--- config.mk ---
export PLATFORM = sky130hd
export DESIGN_NAME = quad_sync_sink
export DESIGN_NICKNAME = d
export VERILOG_FILES = /design/src/rtl/quad_sync_sink_pkg.sv /design/src/rtl/quad_sync_sink_fifo.sv /design/src/rtl/quad_sync_sink.sv
export SDC_FILE = /design/constraint.sdc
export NUM_CORES = 1
export LEC_CHECK = 0
export BUFFER_PORTS_ARGS = -buffer_cell sky130_fd_sc_hd__buf_2
export CORE_AREA = 2 2 97 99
export DETAILED_ROUTE_END_ITERATION = 8
export DIE_AREA = 0 0 99 101
export PLACE_DENSITY = 0.76
export SLEW_MARGIN = 20
export SYNTH_ARGS = -nofsm -noshare
export SYNTH_HDL_FRONTEND = slang
export SYNTH_SLANG_ARGS = --single-unit
export TNS_END_PERCENT = 10
--- constraint.sdc ---
create_clock -name clk -period 2.9 [get_ports clk]
set_input_delay 0.435 -clock clk [delete_from_list [all_inputs] [get_ports clk]]
set_output_delay 0.435 -clock clk [all_outputs]
set_load 0.05 [all_outputs]
--- src/rtl/quad_sync_sink_pkg.sv ---
// Shared types and helpers for the quad-rail sink: FSM states, completion
// polarity and 1-of-4 decode utilities.
package quad_sync_sink_pkg;

  typedef enum logic {
    WAIT_DATA = 1'b0,
    WAIT_NULL = 1'b1
  } state_e;

  localparam logic REQ_DATA = 1'b0;
  localparam logic REQ_NULL = 1'b1;

  function automatic logic [2:0] popcount4(input logic [3:0] q);
    return {2'b00, q[0]} + {2'b00, q[1]} + {2'b00, q[2]} + {2'b00, q[3]};
  endfunction

  function automatic logic is_onehot(input logic [3:0] q);
    return popcount4(q) == 3'd1;
  endfunction

  // Only meaningful for one-hot input; anything else maps to 0.
  function automatic logic [1:0] onehot_to_idx(input logic [3:0] q);
    logic [1:0] idx;
    case (q)
      4'b0010: idx = 2'd1;
      4'b0100: idx = 2'd2;
      4'b1000: idx = 2'd3;
      default: idx = 2'd0;
    endcase
    return idx;
  endfunction

endpackage

--- src/rtl/quad_sync_sink_fifo.sv ---
// Small synchronous FIFO holding decoded requester IDs; head is
// registered storage so it stays put until popped.
module quad_id_fifo #(
  parameter int unsigned DEPTH = 4,
  parameter int unsigned WIDTH = 2
) (
  input  logic                     clk,
  input  logic                     init,
  input  logic                     push,
  input  logic [WIDTH-1:0]         push_data,
  input  logic                     pop,
  output logic [WIDTH-1:0]         head,
  output logic                     valid,
  output logic [$clog2(DEPTH):0]   level
);

  localparam int unsigned PTR_W = $clog2(DEPTH);

  logic [DEPTH-1:0][WIDTH-1:0] mem_q, mem_d;
  logic [PTR_W-1:0]            wr_ptr_q, wr_ptr_d;
  logic [PTR_W-1:0]            rd_ptr_q, rd_ptr_d;
  logic [PTR_W:0]              level_q, level_d;
  logic                        do_push, do_pop;

  always_comb begin
    do_pop   = pop && (level_q != '0);
    // A full FIFO can still accept when the same cycle frees an entry.
    do_push  = push && ((level_q != (PTR_W+1)'(DEPTH)) || do_pop);
    mem_d    = mem_q;
    wr_ptr_d = wr_ptr_q;
    rd_ptr_d = rd_ptr_q;
    level_d  = level_q;
    if (do_push) begin
      mem_d[wr_ptr_q] = push_data;
      wr_ptr_d        = wr_ptr_q + PTR_W'(1);
    end
    if (do_pop) begin
      rd_ptr_d = rd_ptr_q + PTR_W'(1);
    end
    case ({do_push, do_pop})
      2'b10:   level_d = level_q + (PTR_W+1)'(1);
      2'b01:   level_d = level_q - (PTR_W+1)'(1);
      default: level_d = level_q;
    endcase
  end

  always_ff @(posedge clk) begin
    if (!init) begin
      mem_q    <= '0;
      wr_ptr_q <= '0;
      rd_ptr_q <= '0;
      level_q  <= '0;
    end else begin
      mem_q    <= mem_d;
      wr_ptr_q <= wr_ptr_d;
      rd_ptr_q <= rd_ptr_d;
      level_q  <= level_d;
    end
  end

  assign head  = mem_q[rd_ptr_q];
  assign valid = (level_q != '0);
  assign level = level_q;

endmodule

--- src/rtl/quad_sync_sink.sv ---
// Clocked sink for a 1-of-4 quad-rail channel: synchronises the rails,
// handshakes DATA/NULL wavefronts via quadCOMP and queues winner IDs.
module quad_sync_sink
  import quad_sync_sink_pkg::*;
#(
  parameter int unsigned DEPTH       = 4,
  parameter int unsigned CNT_W       = 16,
  parameter int unsigned SYNC_STAGES = 2
) (
  input  logic                     clk,
  input  logic                     init,
  input  logic [3:0]               quad,
  output logic                     quadCOMP,
  output logic                     out_valid,
  input  logic                     out_ready,
  output logic [1:0]               out_id,
  output logic [$clog2(DEPTH):0]   fifo_level,
  output logic [4*CNT_W-1:0]       grant_cnt,
  output logic                     err_multi
);

  localparam int unsigned LVL_W = $clog2(DEPTH) + 1;

  logic [SYNC_STAGES-1:0][3:0] sync_q, sync_d;
  logic [3:0][CNT_W-1:0]       grant_cnt_q, grant_cnt_d;
  state_e                      state_q, state_d;
  logic                        err_multi_q, err_multi_d;
  logic [3:0]                  qs, qn;
  logic                        stable, push, pop, fifo_valid;
  logic [1:0]                  push_idx;

  // Stability compares the last two synchroniser stages: two consecutive
  // samples of the rail, evaluated one cycle earlier than a separate qp flop.
  assign qs     = sync_q[SYNC_STAGES-1];
  assign qn     = sync_q[SYNC_STAGES-2];
  assign stable = (qs == qn);
  assign pop    = fifo_valid && out_ready;

  always_comb begin
    sync_d      = {sync_q[SYNC_STAGES-2:0], quad};
    state_d     = state_q;
    err_multi_d = err_multi_q;
    grant_cnt_d = grant_cnt_q;
    push        = 1'b0;
    push_idx    = onehot_to_idx(qs);
    case (state_q)
      WAIT_DATA: begin
        if (stable) begin
          if (is_onehot(qs)) begin
            if ((fifo_level < LVL_W'(DEPTH)) || pop) begin
              push                  = 1'b1;
              grant_cnt_d[push_idx] = grant_cnt_q[push_idx] + CNT_W'(1);
              state_d               = WAIT_NULL;
            end
          end else if (popcount4(qs) >= 3'd2) begin
            err_multi_d = 1'b1;
            state_d     = WAIT_NULL;
          end
        end
      end
      WAIT_NULL: begin
        if (stable && (qs == '0)) begin
          state_d = WAIT_DATA;
        end
      end
      default: state_d = WAIT_DATA;
    endcase
  end

  always_ff @(posedge clk) begin
    if (!init) begin
      sync_q      <= '0;
      state_q     <= WAIT_DATA;
      err_multi_q <= 1'b0;
      grant_cnt_q <= '0;
    end else begin
      sync_q      <= sync_d;
      state_q     <= state_d;
      err_multi_q <= err_multi_d;
      grant_cnt_q <= grant_cnt_d;
    end
  end

  quad_id_fifo #(
    .DEPTH (DEPTH),
    .WIDTH (2)
  ) u_fifo (
    .clk       (clk),
    .init      (init),
    .push      (push),
    .push_data (push_idx),
    .pop       (pop),
    .head      (out_id),
    .valid     (fifo_valid),
    .level     (fifo_level)
  );

  assign quadCOMP  = (state_q == WAIT_NULL) ? REQ_NULL : REQ_DATA;
  assign out_valid = fifo_valid;
  assign grant_cnt = grant_cnt_q;
  assign err_multi = err_multi_q;

endmodule

==> flow_summary_export.csv, run 1 <==
group,metric,value,unit
run_status,status,"complete, no violations",
run,cap_violations,0,
yosys,synth_xor_area_frac,0.0331,
grt,grt_max_degree,47,
sta,worst_pin_slew,0.715,ns
yosys,synth-seq-cells,89,
place,hpwl,9770,µm
floorplan,fp-row-count,35,
yosys,synth_mux_area_frac,0.0258,
worst_setup_path,cp.arrival,3.14,ns
sta,drv_slew,0,
worst_setup_path,path_class,"reg -> reg",
yosys,synthAdderAreaFrac,0.0395,
grt,grt_antenna_before_repair,0,
yosys,syn_area_per_cell,8.48,µm²
clock_network,cts_root_buf,"clkbuf_8",
final_layout,area_growth,23.4,%
yosys,synth_top_family_by_area,"simple AND/OR/NAND/NOR gates",
grt,grtUsageTotal,0.264,
yosys,seq_area_frac_synth,0.396,
worst_hold_path,hold_end,"qn[1]",
worst_setup_path,critPathLaunchType,"flip-flop",
sta,fin_skew,0.0123,ns
worst_setup_path,r2r-start,"qs[0]",
worst_setup_path,crit_fanout,3,
floorplan,ios,79,
worst_hold_path,hold_depth,2,
sta,rsz0062_at_grt,"yes",
clock_network,cts_buffers,9,
route,dr.pass1.iters,8,
power,ir_drop,272,µV
worst_setup_path,worst_setup_path_end_kind,"flip-flop",
worst_hold_path,hold_class,"in -> reg",
worst_setup_path,r2r-end,"u_fifo.level[2]",
route,post_drt_wl_per_cell,17.5,µm
clock_network,hold_buffers,0,
worst_setup_path,r2r_setup_slack,0.05,ns
final_layout,postLayoutCoreUtil,0.619,
yosys,synth_warnings,0,
worst_setup_path,cp.required,3.19,ns
place,io_buffers,78,
grt,grt.overflow.total,0,
yosys,netlist_instances,531,
clock_network,cts_tree,"yes",
yosys,yosys.cell_types.count,63,
worst_setup_path,r2r.worst_path.cells,16,
floorplan,core,0.00898,mm²
floorplan,die_x,99,µm
final_layout,layout.nets,660,
clock_network,cts.clk_slew.worst_paths,0.09,ns
yosys,synth-simple-area-share,0.253,
floorplan,start_util,0.501,
sta,relSlewSlack,0.522,
final_layout,antenna_cells,0,
yosys,synth_ff_type,"dfxtp_1",
grt,grt_first_pass_wirelength,21000,µm
clock_network,clk_latency,0.37,ns
route,num_vias,4491,
route,via_per_inst,5.94,
yosys,synth_edf_count,0,
worst_hold_path,hold_start,"quad[1]",
grt,grt_pass1_vias,4229,
sta,layout_worst_path_cycle_share,0.984,
clock_network,htreeDepth,3,
route,drc,0,
yosys,async_flop_share,0,
yosys,syn_nets,551,
yosys,synth_compound_area_frac,0.198,
power,power.leakage,2.28,nW
place,gp_congestion,0.911,
floorplan,die-area,0.0100,mm²
floorplan,die_h,101,µm
final_layout,finish.instance_area,0.00555,mm²
route,routed_wl,13300,µm
final_layout,drive_gt1_frac,0.302,
place,dpl_cell_area,0.00527,mm²
route,drt_iter0_markers,378,
sta,finalHoldViolCount,0,
yosys,netlist_area,0.00450,mm²
sta,period_needed,2.85,ns
power,power_per_cell_area,487,mW/mm²
sta,max_clock_freq,351,MHz
clock_network,clock_path_buffers,2,
route,ant_nets,0,
sta,finalSetupViolations,0,
clock_network,cts_sinks,89,
==> cells by family (layout without fill, tap and decap cells) <==
logic type | after synthesis | count (layout)
and+or+nand+nor | 213 | 213
xor gates and xnor gates | 17 | 17
AOI/OAI and AO/OA | 138 | 138
buffers and inverters | 52 | 166
muxes | 9 | 9
adders and majority gates | 13 | 13
DFF | 89 | 89
==> worst max-delay path by stage <==
stage	from	end	slack, ns	cells past startpoint
global route	qs[0]	u_fifo.level[2]	-0.11	16
global placement	qs[0]	u_fifo.level[2]	0.03	16
floorplan	qs[3]	u_fifo.level[2]	-0.16	17
detailed placement	qs[0]	u_fifo.level[2]	-0.09	16
CTS	qs[0]	u_fifo.level[2]	0.002	16
finish	qs[0]	u_fifo.level[2]	0.05	16
==> timing repair <==
item                       CTS  global route
gates resized for setup      6            13
setup buffers                0             2
setup endpoints to repair   12            59
pin swaps                    3             1
==> worst max-delay path, cell delays in order, from the launching register on <==
cell and delay (ns):
dfxtp_2 0.34, inv_2 0.05, fa_1 0.46, inv_1 0.06
ha_2 0.18, inv_2 0.05, ha_4 0.28, nor2_4 0.04
nand3_2 0.08, nor3_4 0.04, inv_2 0.08, ha_4 0.14
inv_2 0.04, fa_2 0.35, xor2_1 0.15, or3_1 0.32
a21oi_2 0.11
==> power by group <==
group	switching (W)	internal (W)	leakage, nW
registers	0.0000348	0.00125	0.721
logic	0.000339	0.000186	1.46
clock network	0.000469	0.000425	0.107
total	0.000843	0.00186	2.28
==> placed cells by master, fill, tap and decap left out, drive strengths merged, types with 3 or more instances in the layout <==
| master | n |
|---|---|
| xnor2 | 9 |
| inv | 17 |
| and2 | 13 |
| a211oi | 9 |
| o311ai | 9 |
| nand3 | 48 |
| mux2i | 6 |
| nand4 | 6 |
| clkbuf | 10 |
| or3b | 3 |
| ha | 11 |
| nor3 | 14 |
| nand2 | 52 |
| o221ai | 7 |
| o21ai | 33 |
| a211o | 3 |
| buf | 134 |
| nor2 | 37 |
| or3 | 6 |
| nor3b | 9 |
| a221o | 4 |
| clkinv | 4 |
| dfxtp | 89 |
| xor2 | 8 |
| a21oi | 54 |
| nand2b | 4 |
| nand3b | 5 |
| nor4 | 3 |
==> layer usage <==
| metal | up-vias | part of all wire | track usage |
|---|---|---|---|
| met4 | 0 | 0.019 | 0.0969 |
| met1 | 2131 | 0.42 | 0.340 |
| met3 | 26 | 0.072 | 0.0465 |
| met2 | 194 | 0.49 | 0.443 |
| li1 | 2140 | - | - |
| met5 | - | 0 | 0 |
==> cells in the mapped netlist, types with 3 or more instances <==
library cell | count | share of area
dfxtp_1 | 89 | 0.40
a21oi_1 | 54 | 0.060
nand2_1 | 52 | 0.043
nand3_1 | 48 | 0.053
nor2_1 | 34 | 0.028
o21ai_0 | 32 | 0.036
clkbuf_1 | 15 | 0.013
inv_1 | 15 | 0.013
and2_1 | 13 | 0.018
buf_2 | 12 | 0.013
ha_1 | 11 | 0.031
nor3_1 | 11 | 0.012
a211oi_1 | 9 | 0.015
nor3b_1 | 9 | 0.015
xnor2_1 | 9 | 0.018
o311ai_0 | 8 | 0.016
xor2_1 | 8 | 0.016
o221ai_1 | 7 | 0.014
mux2i_1 | 6 | 0.013
nand4_1 | 6 | 0.0083
or3_1 | 6 | 0.0083
buf_4 | 5 | 0.0083
nand3b_1 | 5 | 0.0083
a221o_1 | 4 | 0.0089
nand2b_1 | 4 | 0.0056
a211o_1 | 3 | 0.0058
nor2_2 | 3 | 0.0042
==> stage by stage <==
| step | TNS (ns) | setup WS [ns] | hold WS (ns) | instances | power (W) |
|---|---|---|---|---|---|
| final | 0 | 0.0477 | 0.281 | 756 | 0.00271 |
| after global routing | -0.728 | -0.113 | 0.267 | 756 | 0.00281 |
| after CTS | 0 | 0.00215 | 0.271 | 754 | 0.00270 |
| after detailed placement | -0.219 | -0.0883 | 0.453 | 738 | 0.00182 |
| after global placement | 0 | 0.0332 | 0.442 | 738 | 0.00180 |
| after floorplan | -0.300 | -0.160 | 0.433 | 531 | 0.00167 |
==> layout make-up <==
| class | count | area [µm²] |
|---|---|---|
| Fill cell | 781 | 3420 |
| Multi-Input combinational cell | 390 | 2550 |
| Sequential cell | 89 | 1790 |
| Timing Repair Buffer | 134 | 811 |
| Tap cell | 111 | 139 |
| Clock buffer | 10 | 138 |
| Clock inverter | 6 | 66.3 |
| Inverter | 16 | 60.1 |
==> state kept, by name, indices dropped and copies added (netlist names) <==
signal           cells
grant_cnt           64
u_fifo.rd_ptr_q      2
err_multi            1
qs                   4
state_q              1
qn                   4
u_fifo.wr_ptr_q      2
u_fifo.level         3
u_fifo.mem_q         8
Power figures use the tool's default switching activity.
==> run 2, diff against run 1 <==
--- a/config.mk
+++ b/config.mk
@@ -6,10 +6,12 @@
 export NUM_CORES = 1
 export LEC_CHECK = 0
 export BUFFER_PORTS_ARGS = -buffer_cell sky130_fd_sc_hd__buf_2
-export CORE_AREA = 2 2 97 99
+export CELL_PAD_IN_SITES_DETAIL_PLACEMENT = 0
+export CELL_PAD_IN_SITES_GLOBAL_PLACEMENT = 2
+export CORE_AREA = 2 2 126 128
 export DETAILED_ROUTE_END_ITERATION = 8
-export DIE_AREA = 0 0 99 101
-export PLACE_DENSITY = 0.76
+export DIE_AREA = 0 0 128 130
+export PLACE_DENSITY_LB_ADDON = 0.1
 export SLEW_MARGIN = 20
 export SYNTH_ARGS = -nofsm -noshare
 export SYNTH_HDL_FRONTEND = slang
==> flow_summary_export.csv, run 2 (same netlist as run 1, synthesis figures left out) <==
group,metric,value,unit
run_status,status,"complete, no violations",
worst_setup_path,crit_fanout,3,
place,io_buffers,78,
sta,drv_slew,0,
sta,hold_ws,0.292,ns
grt,grt_antenna_before_repair,0,
worst_setup_path,cp_slowest_stage_delay,0.46,ns
grt,grt_max_degree,47,
sta,rsz0062_at_grt,"yes",
clock_network,clock_path_buffers,2,
final_layout,antenna_cells,0,
final_layout,drive_gt1_frac,0.317,
route,drt_iter0_markers,261,
final_layout,finish.instance_area,0.00590,mm²
clock_network,cts_buffers,9,
worst_setup_path,slowest_stage,"fa_1",
final_layout,mostFrequentLayoutCells,"dfxtp_1, buf_2, buf_4, a21oi_1, nand2_1",
worst_hold_path,hold_class,"in -> reg",
place,dpl_cell_area,0.00549,mm²
worst_setup_path,crit_chain,"inv_2 > fa_1 > inv_1 > ha_2 > inv_2 > ha_4 > nor2_4 > nand3_2 > nor3_4 > inv_2 > ha_4 > inv_2 > fa_2 > xor2_1 > or3_1 > a21oi_2",
worst_setup_path,cp.required,3.18,ns
route,via_per_inst,5.17,
final_layout,layout.nets,674,
worst_setup_path,worst_setup_path_end_kind,"flip-flop",
floorplan,core,0.0154,mm²
floorplan,die_h,130,µm
sta,max_clock_freq,352,MHz
final_layout,layout_commonest_cell,"dfxtp_1",
floorplan,fp-row-count,46,
route,num_vias,4397,
floorplan,start_util,0.292,
sta,period_needed,2.84,ns
grt,grt_first_pass_wirelength,24300,µm
sta,finalHoldViolCount,0,
power,ir_drop,262,µV
power,power_per_cell_area,514,mW/mm²
worst_setup_path,path_buf_inv,5,
sta,layout_worst_path_cycle_share,0.981,
worst_setup_path,crit_family,"adder cells",
final_layout,area_growth,31.1,%
worst_setup_path,worst_path_most_repeated_cell,"inv_2",
clock_network,cts_root_buf,"clkbuf_16",
worst_setup_path,path_class,"reg -> reg",
final_layout,largest_reg_flops,64,
grt,grt_pass1_vias,4217,
place,hpwl,11800,µm
run,cap_violations,0,
clock_network,hold_buffers,0,
clock_network,cts_tree,"yes",
route,post_drt_wl_per_cell,18.5,µm
clock_network,htreeDepth,3,
worst_setup_path,critPathLaunchType,"flip-flop",
grt,grt.overflow.total,0,
worst_setup_path,cp.arrival,3.12,ns
clock_network,cts_sinks,89,
route,drc,0,
sta,finalSetupViolations,0,
grt,grtUsageTotal,0.193,
floorplan,ios,79,
route,routed_wl,15800,µm
clock_network,cts.clk_slew.worst_paths,0.07,ns
place,gp_congestion,0.834,
floorplan,die_x,128,µm
clock_network,clk_latency,0.35,ns
floorplan,die-area,0.0166,mm²
route,ant_nets,0,
power,power.leakage,2.43,nW
sta,worst_pin_slew,1.04,ns
sta,fin_skew,0.00847,ns
route,dr.pass1.iters,5,
sta,relSlewSlack,0.306,
-- run 2: cell count changes in the layout (fill, tap and decap cells not counted), sizes merged --
cell / change
clkinv: -2
inv: -1
buf: +14
clkinvlp: +2
clkbuf: +1
-- run 2: timing repair --
| item | CTS | global route |
|---|---|---|
| pin swaps | 3 | 5 |
| endpoints found under the hold margin | 0 | 0 |
| resized for setup | 5 | 21 |
| endpoints found under the setup margin | 19 | 64 |
| buffers inserted | 2 | 1 |
-- run 2: path summary, 6_finish.rpt --
check | from | to | slack, ns | cells after the start
max | qs[0] | u_fifo.level[2] | 0.06 | 16
min | quad[3] | qn[3] | 0.29 | 2
min reg2reg | u_fifo.mem_q[1] | u_fifo.mem_q[1] | 0.46 | 2
max reg2reg | qs[0] | u_fifo.level[2] | 0.06 | 16
-- run 2: worst reg2reg max path, cell delays in order (launching register included) --
cell	delay, ns
dfxtp_2	0.34
inv_2	0.05
fa_1	0.46
inv_1	0.07
ha_2	0.17
inv_2	0.04
ha_4	0.27
nor2_4	0.04
nand3_2	0.08
nor3_4	0.05
inv_2	0.08
ha_4	0.14
inv_2	0.04
fa_2	0.34
xor2_1	0.15
or3_1	0.33
a21oi_2	0.12
-- run 2: stage by stage --
step | instances | worst slack, ns | total power, W | util | TNS (ns)
CTS | 850 | 0.00216 | 0.00305 | 0.377 | 0
floorplan | 531 | -0.160 | 0.00167 | - | -0.300
detailed placement | 832 | -0.0778 | 0.00184 | 0.356 | -0.261
finish | 851 | 0.0563 | 0.00304 | 0.383 | 0
global route | 851 | -0.0963 | 0.00316 | 0.383 | -0.404
global placement | 832 | -0.00509 | 0.00184 | 0.356 | -0.00509
-- run 2: layout make-up --
| type | count | area, µm² |
|---|---|---|
| fillers | 1597 | 9520 |
| well taps | 192 | 240 |
| inverters | 16 | 60.1 |
| clock inverters | 5 | 55.1 |
| multi-input cells | 390 | 2570 |
| flip-flops and latches | 89 | 1790 |
| clock buffers | 11 | 243 |
| repair buffers | 148 | 948 |
-- run 2: layer usage --
layer | GRT usage | vias to the layer above | share of wire
met5 | 0 | - | 0
met4 | 0.0666 | 0 | 0.015
met3 | 0.0267 | 17 | 0.030
met2 | 0.322 | 97 | 0.47
met1 | 0.258 | 2110 | 0.48
li1 | - | 2173 | -
-- run 2: where the power goes --
part / leakage (nW) / total (W) / internal (W) / switching, W
combinational: 1.57 / 0.000544 / 0.000198 / 0.000346
clock: 0.142 / 0.00120 / 0.000689 / 0.000514
sequential: 0.721 / 0.00129 / 0.00125 / 0.0000339
